[src/rtl/resp_checker_pkg.sv]
// Shared types and constants for the netlist response checker.
// Included by the interface, the MISR and the top.
package resp_chk_pkg;

    localparam int unsigned IN_W  = 14;
    localparam int unsigned OUT_W = 8;
    localparam int unsigned CNT_W = 16;

    localparam logic [OUT_W-1:0] MISR_POLY_DEF = 8'hB8;

    typedef enum logic [1:0] {
        StIdle,
        StRun,
        StDrain,
        StDone
    } state_e;

    typedef struct packed {
        logic [IN_W-1:0]  vec;
        logic [OUT_W-1:0] gold;
        logic [OUT_W-1:0] dut;
    } beat_t;

endpackage

[src/rtl/misr_reg.sv]
// Multiple-input signature register: Galois-style shift with feedback taps,
// XOR-ing one data word per enabled cycle. clr_i has priority over en_i.
module misr_reg #(
    parameter int unsigned      OUT_W = 8,
    parameter logic [OUT_W-1:0] POLY  = resp_chk_pkg::MISR_POLY_DEF
) (
    input  logic             clk,
    input  logic             rst,
    input  logic             clr_i,
    input  logic             en_i,
    input  logic [OUT_W-1:0] data_i,
    output logic [OUT_W-1:0] sig_o
);

    logic [OUT_W-1:0] sig_q, sig_d;

    always_comb begin
        sig_d = sig_q;
        if (clr_i) begin
            sig_d = '0;
        end else if (en_i) begin
            sig_d = {sig_q[OUT_W-2:0], 1'b0} ^ (sig_q[OUT_W-1] ? POLY : '0) ^ data_i;
        end
    end

    always_ff @(posedge clk) begin
        if (rst) begin
            sig_q <= '0;
        end else begin
            sig_q <= sig_d;
        end
    end

    assign sig_o = sig_q;

endmodule

[config.mk]
export PLATFORM = sky130hd
export DESIGN_NAME = misr_reg
export DESIGN_NICKNAME = d
export VERILOG_FILES = /design/src/rtl/resp_checker_pkg.sv /design/src/rtl/misr_reg.sv
export SDC_FILE = /design/constraint.sdc
export NUM_CORES = 1
export LEC_CHECK = 0
export CORE_MARGIN = 1
export CORE_UTILIZATION = 25
export DETAILED_ROUTE_END_ITERATION = 12
export SLEW_MARGIN = 10
export SYNTH_ARGS = -nofsm -noshare
export SYNTH_HDL_FRONTEND = slang
export SYNTH_SLANG_ARGS = --single-unit
[constraint.sdc]
create_clock -name clk -period 2.68 [get_ports clk]
set_input_delay 0.804 -clock clk [delete_from_list [all_inputs] [get_ports clk]]
set_output_delay 0.804 -clock clk [all_outputs]
set_load 0.02 [all_outputs]
==> run metrics <==
max incr delay on CP 0.65 ns; CTS tree built; CP required 1.88 ns; hold-fix buffers at CTS 0; H-tree Lvls 1; Core Rows 14; Reg area 160.2 µm²; Detail Placement HPWL 540.1 µm; worst-skew pair later-pin latency 0.25 ns; main combinational cell family by area after synthesis XOR/XNOR gates; drt drc 0; #FFs+latches synth 8; WL/cell about 10 µm; number of synthesized flops with an enable pin 0; share of Yosys cell area claimed by the top area cell type 39.88%; met3 usage in global routing a little under 4%; Clock Path Buffers 2; max-cap viol count 0; GRT Total Usage 9.311%; WS Path Type flip-flop to output port; IO buf count 19; delay-heaviest family, CP buffers and inverters; first-pass GRT wire length 1.248 mm; area leader, netlist dfxtp_1; setup_tns 0 ns; CP endpoint kind output port; post-cts sizing count 0; WP data arrival 1.33 ns; 1st-pass router iterations 2; ratio of cells with drive above 1 in the final layout 8.929%; outcome finished, final reports clean; Initial Utilization between 20% and 30%; worst relative slew slack 65.20%; fin cells 72; Syn Area/Cell 11.16 µm²; busiest layer in global routing met1; r2r worst-path depth 3; die area 1771 µm²; XOR/XNOR share of the synthesized area roughly 27%; Die Y 42.08 µm; clk_skew 0.006530 ns; Crit. Startpoint sig_o[7]; Adder-Cell Fraction of Synth Area 0%; GR Layer Usage met2 about 13%; TritonCTS Buffers 3; GPL Wtd Cong 0.6421; RSZ-0062 raised after global routing no; FMAX 0.4693 GHz; TritonCTS Sinks 8; Critical path destination sig_o[7]; Max VDD drop around 0.00019 V; Synth Cell Area around 400 µm²; Worst Path Buf+Inv 1; CP Cell Sequence clkdlybuf4s50_1; P_leak 0.2431 nW; startpoint types flip-flop; WL final 716 µm; ys async rst share 0%; critical path's slowest cell clkdlybuf4s50_1; Setup Fix Bufs, Post-CTS 0; syn nets 48; reg2reg setup slack about 1.5 ns; Final setup viols 0; final worst path period share 79.51%; die width 42.08 µm; Max Slew Vio Count 0; initial antenna violation count 0; worst-margin pin slew 0.5220 ns; 1st-iter DRT viols 4; Final Hold Fails 0; Multi-input gate area ~230 µm²; worst min-delay path category flip-flop to flip-flop; root buf cell clkbuf_4; GRT Residual Overflow 0; RR Startpoint sig_o[7]; simple-gate share of the synthesized area ~9%; FILL cells between 150 and 200; Synth area leaders dfxtp_1 40%, xor3_1 12%, mux2i_1 10%; Period minus WS final approximately 2.1 ns; vias per cell 4.264; nets 70; CP Max Fanout 6; sequential area share after synthesis 39.88%; WP depth 1; I/O pins 20; Synth top cells by count 8 x dfxtp_1, 8 x nor2_1, 4 x a211oi_1, 4 x mux2i_1, 3 x xnor2_1; Area Overhead vs Synth 54.83%; Compound-Gate Fraction of Synth Area about 9.7%; Gate Count Post-Synth 36; reg-to-reg endpoint sig_o[5]; grt met1 use 13.07%; placed insts 69; number of global-route vias before repair 283; Antenna diodes 0; ys flop type dfxtp_1; core area 1506 µm²; Routed Antenna Nets 0; Cell variety after synth 13; pwr/cell area 459.1 nW/µm²; post-synthesis mux area share 9.969%; max reg flops 8; Yosys Warn Count 0; clk slew on worst S/H paths roughly 0.06 ns; via count ~310; largest net degree at the start of global routing 13
[cell type report]
| cell class | count | share of cell area, % |
|---|---|---|
| inverters | 1 | 0.6036 |
| repair buffers | 19 | 30.58 |
| multi-input cells | 25 | 36.22 |
| clock buffers | 3 | 3.622 |
| flip-flops and latches | 8 | 25.75 |
| well taps | 16 | 3.219 |
[logic make-up after synthesis]
logic type	after synthesis
AND/OR/NAND/NOR	9
flip-flops	8
XOR/XNOR	7
AO/OA/AOI/OAI	5
multiplexers	4
buffers and inverters	3
[where the power goes]
group	total [W]	switching, W	internal, W
Combinational	0.0000653	0.0000225	0.0000428
Sequential	0.000130	0.00000528	0.000124
Clock	0.0000904	0.0000393	0.0000511
Total	0.000285	0.0000670	0.000218
[worst min-delay path by stage]
stage                   from  endpoint  depth (start not counted)
floorplan           sig_o[6]  sig_o[6]                          2
global placement    sig_o[1]  sig_o[1]                          2
detailed placement  sig_o[6]  sig_o[6]                          2
CTS                 sig_o[1]  sig_o[1]                          2
global route        sig_o[1]  sig_o[1]                          2
finish              sig_o[2]  sig_o[2]                          2
[placed cells by master, fill, tap and decap left out]
cell,instances
clkbuf_4,3
mux2i_1,4
xor3_1,2
inv_1,1
clkdlybuf4s50_1,19
xor3_4,1
xnor2_1,3
a31o_2,1
dfxtp_1,8
xor2_1,1
nor2_1,8
or2_0,1
a211oi_1,4
[through the flow]
stage	hold WS, ns	setup WS [ns]	utilization [%]	total power (W)	instance area (µm²)
2_1_floorplan	0.5771	1.152	-	0.0001692	401.6
3_3_place_gp	0.5040	0.5648	39.78	0.0001983	599.3
3_5_place_dp	0.5121	0.5561	39.78	0.0001985	599.3
4_1_cts	0.5219	0.5284	41.28	0.0002922	621.8
5_1_grt	0.5642	0.4934	41.28	0.0003042	621.8
6_report	0.5172	0.5492	41.28	0.0002855	621.8
[routing by layer]
layer,part of all wire (%),up-vias
met5,0,-
met4,0,0
met3,10,0
met2,41,14
met1,48,129
li1,-,164
No activity file was read; power rests on OpenSTA's default activity.
